--- src/rtl/tube_dma_ctrl.sv ---
// tube_dma_ctrl: parasite-side DMA engine moving bytes between tube_ula register 3 and memory.
// Define TUBE_DMA_IRQ_EN to build the sticky completion interrupt; otherwise DMAIRQ is tied low.
module tube_dma_ctrl (
  input  logic        HO2,
  input  logic        HRST,
  input  logic        START,
  input  logic        DIR,
  input  logic [15:0] BASE,
  input  logic [15:0] LEN,
  input  logic        ABORT,
  input  logic        DRQ,
  output logic        DACK,
  output logic        PNRDS,
  output logic        PNWDS,
  input  logic [7:0]  PDIN,
  output logic [7:0]  PDOUT,
  output logic [15:0] MADDR,
  output logic        MRE,
  input  logic [7:0]  MRDATA,
  output logic        MWE,
  output logic [7:0]  MWDATA,
  output logic        BUSY,
  output logic        DONE,
  output logic [15:0] REMAIN,
  output logic        DMAIRQ
);

  typedef enum logic [3:0] {
    ST_IDLE,
    ST_WAIT,
    ST_FETCH,
    ST_ACK,
    ST_STROBE,
    ST_MEM,
    ST_REC1,
    ST_REC2,
    ST_FIN
  } state_t;

  state_t      state_q, state_d;
  logic [15:0] addr_q, addr_d;
  logic [15:0] remain_q, remain_d;
  logic        dir_q, dir_d;
  logic        dack_q, dack_d;
  logic        pnrds_q, pnrds_d;
  logic        pnwds_q, pnwds_d;
  logic [7:0]  pdout_q, pdout_d;
  logic [15:0] maddr_q, maddr_d;
  logic        mre_q, mre_d;
  logic        mwe_q, mwe_d;
  logic [7:0]  mwdata_q, mwdata_d;
  logic        busy_q, busy_d;
  logic        done_q, done_d;

  always_comb begin
    state_d  = state_q;
    addr_d   = addr_q;
    remain_d = remain_q;
    dir_d    = dir_q;
    pdout_d  = pdout_q;
    maddr_d  = maddr_q;
    mwdata_d = mwdata_q;

    case (state_q)
      ST_IDLE: begin
        if (START) begin
          addr_d   = BASE;
          remain_d = LEN;
          dir_d    = DIR;
          state_d  = (LEN == 16'd0) ? ST_FIN : ST_WAIT;
        end
      end
      ST_WAIT: begin
        if (ABORT) begin
          state_d = ST_IDLE;
        end else if (DRQ) begin
          state_d = dir_q ? ST_FETCH : ST_ACK;
        end
      end
      ST_FETCH: state_d = ST_ACK;
      ST_ACK: begin
        if (dir_q) begin
          pdout_d = MRDATA;
        end
        state_d = ST_STROBE;
      end
      ST_STROBE: begin
        if (dir_q) begin
          state_d = ST_REC1;
        end else begin
          mwdata_d = PDIN;
          state_d  = ST_MEM;
        end
      end
      ST_MEM: state_d = ST_REC1;
      ST_REC1: begin
        remain_d = remain_q - 16'd1;
        addr_d   = addr_q + 16'd1;
        state_d  = ST_REC2;
      end
      ST_REC2: state_d = (remain_q == 16'd0) ? ST_FIN : ST_WAIT;
      ST_FIN:  state_d = ST_IDLE;
      default: state_d = ST_IDLE;
    endcase

    // Outputs are decoded from the next state so each flop shows the state it belongs to.
    if ((state_d == ST_FETCH) || (state_d == ST_MEM)) begin
      maddr_d = addr_q;
    end
    dack_d  = (state_d == ST_ACK) || (state_d == ST_STROBE);
    pnrds_d = !((state_d == ST_STROBE) && !dir_q);
    pnwds_d = !((state_d == ST_STROBE) && dir_q);
    mre_d   = (state_d == ST_FETCH);
    mwe_d   = (state_d == ST_MEM);
    busy_d  = (state_d != ST_IDLE);
    done_d  = (state_d == ST_FIN);
  end

  always_ff @(posedge HO2 or negedge HRST) begin
    if (!HRST) begin
      state_q  <= ST_IDLE;
      addr_q   <= 16'd0;
      remain_q <= 16'd0;
      dir_q    <= 1'b0;
      dack_q   <= 1'b0;
      pnrds_q  <= 1'b1;
      pnwds_q  <= 1'b1;
      pdout_q  <= 8'd0;
      maddr_q  <= 16'd0;
      mre_q    <= 1'b0;
      mwe_q    <= 1'b0;
      mwdata_q <= 8'd0;
      busy_q   <= 1'b0;
      done_q   <= 1'b0;
    end else begin
      state_q  <= state_d;
      addr_q   <= addr_d;
      remain_q <= remain_d;
      dir_q    <= dir_d;
      dack_q   <= dack_d;
      pnrds_q  <= pnrds_d;
      pnwds_q  <= pnwds_d;
      pdout_q  <= pdout_d;
      maddr_q  <= maddr_d;
      mre_q    <= mre_d;
      mwe_q    <= mwe_d;
      mwdata_q <= mwdata_d;
      busy_q   <= busy_d;
      done_q   <= done_d;
    end
  end

`ifdef TUBE_DMA_IRQ_EN
  logic irq_q, irq_d;

  // Sticky until software starts the next transfer; a zero-length start sets it straight away.
  always_comb begin
    irq_d = irq_q;
    if ((state_q == ST_IDLE) && START) begin
      irq_d = 1'b0;
    end
    if (state_d == ST_FIN) begin
      irq_d = 1'b1;
    end
  end

  always_ff @(posedge HO2 or negedge HRST) begin
    if (!HRST) begin
      irq_q <= 1'b0;
    end else begin
      irq_q <= irq_d;
    end
  end

  assign DMAIRQ = irq_q;
`else
  assign DMAIRQ = 1'b0;
`endif

  assign DACK   = dack_q;
  assign PNRDS  = pnrds_q;
  assign PNWDS  = pnwds_q;
  assign PDOUT  = pdout_q;
  assign MADDR  = maddr_q;
  assign MRE    = mre_q;
  assign MWE    = mwe_q;
  assign MWDATA = mwdata_q;
  assign BUSY   = busy_q;
  assign DONE   = done_q;
  assign REMAIN = remain_q;

endmodule

--- config.mk ---
export PLATFORM = sky130hd
export DESIGN_NAME = tube_dma_ctrl
export DESIGN_NICKNAME = d
export VERILOG_FILES = /design/src/rtl/tube_dma_ctrl.sv
export SDC_FILE = /design/constraint.sdc
export NUM_CORES = 1
export LEC_CHECK = 0
export BUFFER_PORTS_ARGS = -buffer_cell sky130_fd_sc_hd__buf_2
export CORE_ASPECT_RATIO = 0.7
export CORE_MARGIN = 1.5
export CORE_UTILIZATION = 48
export CTS_CLUSTER_DIAMETER = 200
export DETAILED_ROUTE_END_ITERATION = 7
export HOLD_SLACK_MARGIN = 0.05
export PLACE_DENSITY = 0.74
export SETUP_SLACK_MARGIN = 0.2
export SYNTH_ARGS = -nofsm -noshare
export SYNTH_HDL_FRONTEND = slang
export SYNTH_SLANG_ARGS = --single-unit
--- constraint.sdc ---
create_clock -name HO2 -period 1.9 [get_ports HO2]
set_input_delay 0.475 -clock HO2 [delete_from_list [all_inputs] [get_ports HO2]]
set_output_delay 0.475 -clock HO2 [all_outputs]
set_load 0.02 [all_outputs]
==> results.toml, run 1 <==
[synthesis]
yosysTopAreaCell = "dfrtp_1"
yosysUniqueCellTypes = 59
yosys-top-cells-count = "dfrtp_1 (74), nand2_1 (51), nor2_1 (33)"
postSynth.asyncResetShare_pct = 100
synthFlopType = "dfrtp_1"
avgSynthCellArea_sq_um = 9.47
synth-seq-cells = 76
yosysMostFrequentCell = "dfrtp_1"
ys_seq_area_share_pct = 47.7
syn_area_sq_um = 4000
synth_top_area_share_pct = 46.4
syn_inst = 422
yosys_warnings = 0
synth-edff-count = 0
synth_fp_nets = 479
netlist_top_cells_area = "dfrtp_1 (46%), nand2_1 (4.8%), nand4_1 (4.1%)"

[detailed_routing]
drc_errors = 3
via_per_inst = 6.25
drt_wl_total_mm = 14.0
vias = 4496
wire_per_inst_microns = 19.5
drt-initial-drc-count = 382
drt_first_pass_iters = 8
ant_nets = 0

[power_and_ir_drop]
powerDensity_nw_per_um2 = 1910
p_leak_nw = 2.78
max-vdd-ir-drop_mv = 1.01

[clocking]
numCtsBuffers = 9
cts.sinks = 76
insertion_delay_ns = 0.34
cts-root-buf = "clkbuf_16"
h-tree-depth = 3
tritoncts = "yes"
clock_path_buffers = 2
cts_hold_buffers = 0
clkTransAtPathRegs_ns = 0.06

[setup_path]
cp_slowest_cell = "or4_4"
cpPeakStageDelay_ns = 0.40
worstPathArrival_ns = 2.17
cp_top_family = "simple AND/OR/NAND/NOR gates"
critPathKind = "in2reg"
path_cells = "buf_2, nor4_2, buf_4, nand4_1, o21ai_2, buf_4, nand2_4, or4_4"
crit_top_cell = "buf_4"
cp.required_ns = 2.11
worstSetupEndpointType = "flop"
crit_fanout = 6
cp-start-kind = "input port"
crit_buf_inv = 3

[final_layout]
drive_above_1_share_pct = 52.1
final_cells = 719
ff_latch_area_sq_um = 1920
synthToLayoutAreaGrowth_pct = 54.1
diodes = 0
n_fill_cell = 490
multi_input_area_sq_um = 2310
nets = 670

[floorplan]
die_x_microns = 112
die_area_sq_um = 8890
pin_count = 110
die_h_microns = 79.3
rows = 27
core_sq_um = 7970
initial_core_util_pct = 50.1

[run_status]
status = "complete, but fails checks"
failed_checks = "DRC, setup timing"

[timing]
period_minus_slack_ns = 1.95
rsz0062_at_grt = "true"
setup_ws_ns = -0.0517
fin_skew_ns = 0.00441
max_clock_freq_ghz = 0.512
final.period_utilization_pct = 103
setup_viol = 1
final_hold_viol_count = 0
holdWs_ns = 0.0630
slew_viol_final = 0

[run]
max_cap_violations = 0

[placed_design]
dp_cells = 664
hpwl_mm = 8.25
io_buffers = 108
routabilityCongestion = 0.879

[grt]
antenna_found_initial = 0
globalRoute.totalOverflow = 0
grt_max_degree = 30
grt_first_pass_wirelength_mm = 19.7
grt_pass1_vias = 3979
track_usage_pct = 28.1

[hold_path]
worstHoldPathType = "in2async"
## registers in the layout, indices dropped and copies added, names as in the netlist, 4 cells and up
register and flops:
MADDR 16, MWDATA 8, PDOUT 8, REMAIN 16, addr_q 16, state_q 4
## kinds of logic (layout without fill, tap and decap cells)
kind of cell,after synthesis,count (layout),synth area share [%]
other cells,1,1,0.0939
compound gates,105,105,18.8
flops,76,76,47.7
mux,9,9,2.51
simple gates,193,193,26.1
fa+ha+maj,3,3,0.940
buf+inv,35,231,3.98
## power by group
part | switching (mW) | total [mW] | leakage [nW] | internal (mW)
sequential | 0.691 | 3.13 | 0.874 | 2.44
combinational | 3.90 | 7.05 | 1.78 | 3.15
clock | 0.674 | 1.59 | 0.129 | 0.916
## cell type report
type	count	share of cell area, %
Sequential cell	76	31.2
Timing Repair Buffer	210	24.5
Clock inverter	4	0.406
Clock buffer	12	4.00
Inverter	5	0.305
Multi-Input combinational cell	311	37.6
Tap cell	101	2.05
## per-layer routing
layer / vias to the layer above / wire, microns / GRT usage, %
li1: 1970 / - / -
met1: 2182 / 5610 / 37.9
met2: 286 / 6870 / 45.6
met3: 58 / 1100 / 6.49
met4: 0 / 421 / 8.73
met5: - / 0 / 0
## worst paths after layout
path | from | endpoint | slack, ns | cells past startpoint
worst min register to register | MWDATA[1] | MWDATA[1] | 0.47 | 2
max in group asynchronous | HRST | state_q[2] | 1.28 | 2
worst max register to register | REMAIN[0] | BUSY | 0 | 7
worst max-delay path | LEN[8] | BUSY | -0.05 | 8
worst min-delay path | HRST | REMAIN[8] | 0.06 | 1
min in group HO2 | PDIN[3] | MWDATA[3] | 0.32 | 3
## through the flow
stage                     setup TNS [ns]  utilization, %  cell area (sq um)  setup slack, ns  power [mW]
after CTS                              0            70.4               5610           0.0314        10.7
final                            -0.0517            77.2               6160          -0.0517        11.8
after global placement             -5.20            64.0               5100           -0.346        8.53
after global routing              -0.302            77.2               6160           -0.119        12.4
after floorplan                        0               -               4040          0.00977        6.56
after detailed placement           -5.18            64.0               5100           -0.376        8.73
## cell usage in the layout (no fill, tap or decap), drive strengths merged, types with 3 or more instances in the layout
cell type  count
o221a          4
o21ai         28
nand3         25
a21oi         13
o311ai         4
ha             3
nand4         26
a221o          5
clkbuf        12
nand2         52
inv            5
a22oi         17
a211oi         7
mux2           8
a311oi         6
and2          17
nor4          10
nor3           8
and3           4
dfrtp         74
o211ai         3
o21a           5
nor2          33
buf          210
## what timing repair did
action,in CTS,in global routing
hold endpoints to repair,0,0
setup buffers,10,26
gates cloned,1,2
pin swaps,14,44
setup endpoints to repair,49,50
gates resized for setup,29,103
(Power assumes the default switching activity.)
==> run 2, diff against run 1 <==
--- a/config.mk
+++ b/config.mk
@@ -8,11 +8,11 @@
 export BUFFER_PORTS_ARGS = -buffer_cell sky130_fd_sc_hd__buf_2
 export CORE_ASPECT_RATIO = 0.7
 export CORE_MARGIN = 1.5
-export CORE_UTILIZATION = 48
+export CORE_UTILIZATION = 53
 export CTS_CLUSTER_DIAMETER = 200
 export DETAILED_ROUTE_END_ITERATION = 7
 export HOLD_SLACK_MARGIN = 0.05
-export PLACE_DENSITY = 0.74
+export PLACE_DENSITY = 0.78
 export SETUP_SLACK_MARGIN = 0.2
 export SYNTH_ARGS = -nofsm -noshare
 export SYNTH_HDL_FRONTEND = slang
==> constraint.sdc (replaced) <==
create_clock -name HO2 -period 2 [get_ports HO2]
set_input_delay 0.5 -clock HO2 [delete_from_list [all_inputs] [get_ports HO2]]
set_output_delay 0.5 -clock HO2 [all_outputs]
set_load 0.02 [all_outputs]
==> run 2 against run 1 <==
Effect of this change:
- the flow now finishes without violations
- flip-flop and latch count unchanged
- hold slack worse by 0.011 ns
- total power shrank 15%
- utilization shrank 1.3 points
- via count decreased by 6.8%
- routed wire length down 10%
- critical path type is now reg2reg
- critical endpoint is now MADDR[6]
- largest cell class unchanged
- largest power group unchanged
- highest routed layer unchanged
==> results.toml, run 2 (synthesized netlist as in run 1, its figures left out) <==
[detailed_routing]
wire_per_inst_microns = 18.5
drt-initial-drc-count = 433
drt_first_pass_iters = 7
via_per_inst = 6.17
drc_errors = 0
ant_nets = 0
vias = 4191
drt_wl_total_mm = 12.6

[clocking]
numCtsBuffers = 9
cts_hold_buffers = 0
tritoncts = "yes"
h-tree-depth = 3
cts-root-buf = "clkbuf_8"
clock_path_buffers = 2
clkTransAtPathRegs_ns = 0.09
cts.sinks = 76
insertion_delay_ns = 0.36

[setup_path]
path_cells = "nand2b_1, or4_4, buf_12, and2_1, a22oi_2, o311ai_4"
critPathKind = "reg2reg"
worstSetupEndpointType = "flop"
cp-start-kind = "flop"
crit_buf_inv = 1
worstPathArrival_ns = 2.13
cp.required_ns = 2.22
crit_fanout = 21
cp_top_family = "simple AND/OR/NAND/NOR gates"
cp_slowest_cell = "or4_4"
cpPeakStageDelay_ns = 0.47

[floorplan]
initial_core_util_pct = 54.8
die_area_sq_um = 8080
pin_count = 110
die_x_microns = 107
die_h_microns = 75.6
core_sq_um = 7290
rows = 26

[final_layout]
multi_input_area_sq_um = 2130
synthToLayoutAreaGrowth_pct = 38.5
postLayoutCoreUtil_pct = 75.9
diodes = 0
n_fill_cell = 499
fin_area_sq_um = 5530
nets = 633
ff_latch_area_sq_um = 1920
layout_common_cells = "buf_2 (109), dfrtp_1 (58), nand2_1 (50)"
final_common_cell = "buf_2"
drive_above_1_share_pct = 45.3

[power_and_ir_drop]
p_comb_share_pct = 58.5
internal_power_mw = 5.32
p_leak_nw = 2.46
max-vdd-ir-drop_mv = 0.878
pwr-share-seq_pct = 30.6
powerDensity_nw_per_um2 = 1820
switching_share_pct = 47.1
power_switching_mw = 4.74
p_clk_share_pct = 10.9

[timing]
period_minus_slack_ns = 1.91
fin_skew_ns = 0.00813
rsz0062_at_grt = "true"
max_clock_freq_ghz = 0.524
slew_viol_final = 0
final.period_utilization_pct = 95.4
setup_viol = 0
final_hold_viol_count = 0

[hold_path]
worstHoldPathType = "in2async"

[grt]
grt_first_pass_wirelength_mm = 18.6
track_usage_pct = 29.8
globalRoute.totalOverflow = 0
grt_pass1_vias = 3634
antenna_found_initial = 0
grt_max_degree = 51

[placed_design]
dpl_cell_area_sq_um = 4850
routabilityCongestion = 0.947
io_buffers = 108
hpwl_mm = 7.86

[run_status]
status = "complete, no violations"

[run]
max_cap_violations = 0
[run 2: path summary, 6_finish.rpt]
check / from / to / slack (ns) / depth (start not counted)
max: state_q[3] / MADDR[6] / 0.09 / 6
min: HRST / REMAIN[12] / 0.05 / 1
max reg2reg: state_q[3] / MADDR[6] / 0.09 / 6
min reg2reg: MWDATA[7] / MWDATA[7] / 0.48 / 2
max in group asynchronous: HRST / PNWDS / 1.33 / 2
min in group HO2: PDIN[6] / MWDATA[6] / 0.33 / 3
[run 2: cell type report]
cell class / instances / share of cell area (%)
Timing Repair Buffer: 173 / 20.7
Sequential cell: 76 / 34.8
Tap cell: 98 / 2.22
Clock inverter: 7 / 1.06
Multi-Input combinational cell: 311 / 38.5
Clock buffer: 9 / 2.24
Inverter: 5 / 0.475
[run 2: metrics by stage]
stage	setup TNS (ns)	std cells	setup WS, ns	power [mW]	hold slack [ns]
after floorplan	0	422	0.118	6.22	0.204
after global placement	-2.50	633	-0.226	7.60	0.445
after detailed placement	-3.19	633	-0.251	7.79	0.440
after CTS	0	666	0.123	9.44	0.0618
after global routing	0	679	0.0539	10.7	0.0760
final	0	679	0.0914	10.1	0.0524
[run 2: worst reg2reg max path, stage by stage (launching register included)]
cell and delay [ns]:
dfrtp_2 0.46, nand2b_1 0.17, or4_4 0.47, buf_12 0.18, and2_1 0.20, a22oi_2 0.17, o311ai_4 0.12
[run 2: layer usage]
layer | part of all wire [%] | GRT usage, % | vias to the layer above
met5 | 0 | 0 | -
met2 | 46 | 45.2 | 255
met4 | 1.1 | 7.56 | 0
li1 | - | - | 1891
met1 | 44 | 44.4 | 2021
met3 | 8.7 | 6.16 | 24
[run 2: timing repair]
| action | in CTS | in global routing |
|---|---|---|
| setup endpoints to repair | 50 | 50 |
| gates cloned | 2 | 2 |
| resized for setup | 35 | 49 |
| pin swaps | 7 | 15 |
| buffers inserted | 15 | 11 |
[run 2: power groups by stage]
stage                     registers, mW  logic [mW]  clock network [mW]
after floorplan                    3.52        2.70                   0
after global placement             3.02        4.59                   0
after detailed placement           3.05        4.74                   0
after CTS                          3.01        5.33                1.10
after global routing               3.17        6.36                1.17
final                              3.08        5.88                1.09
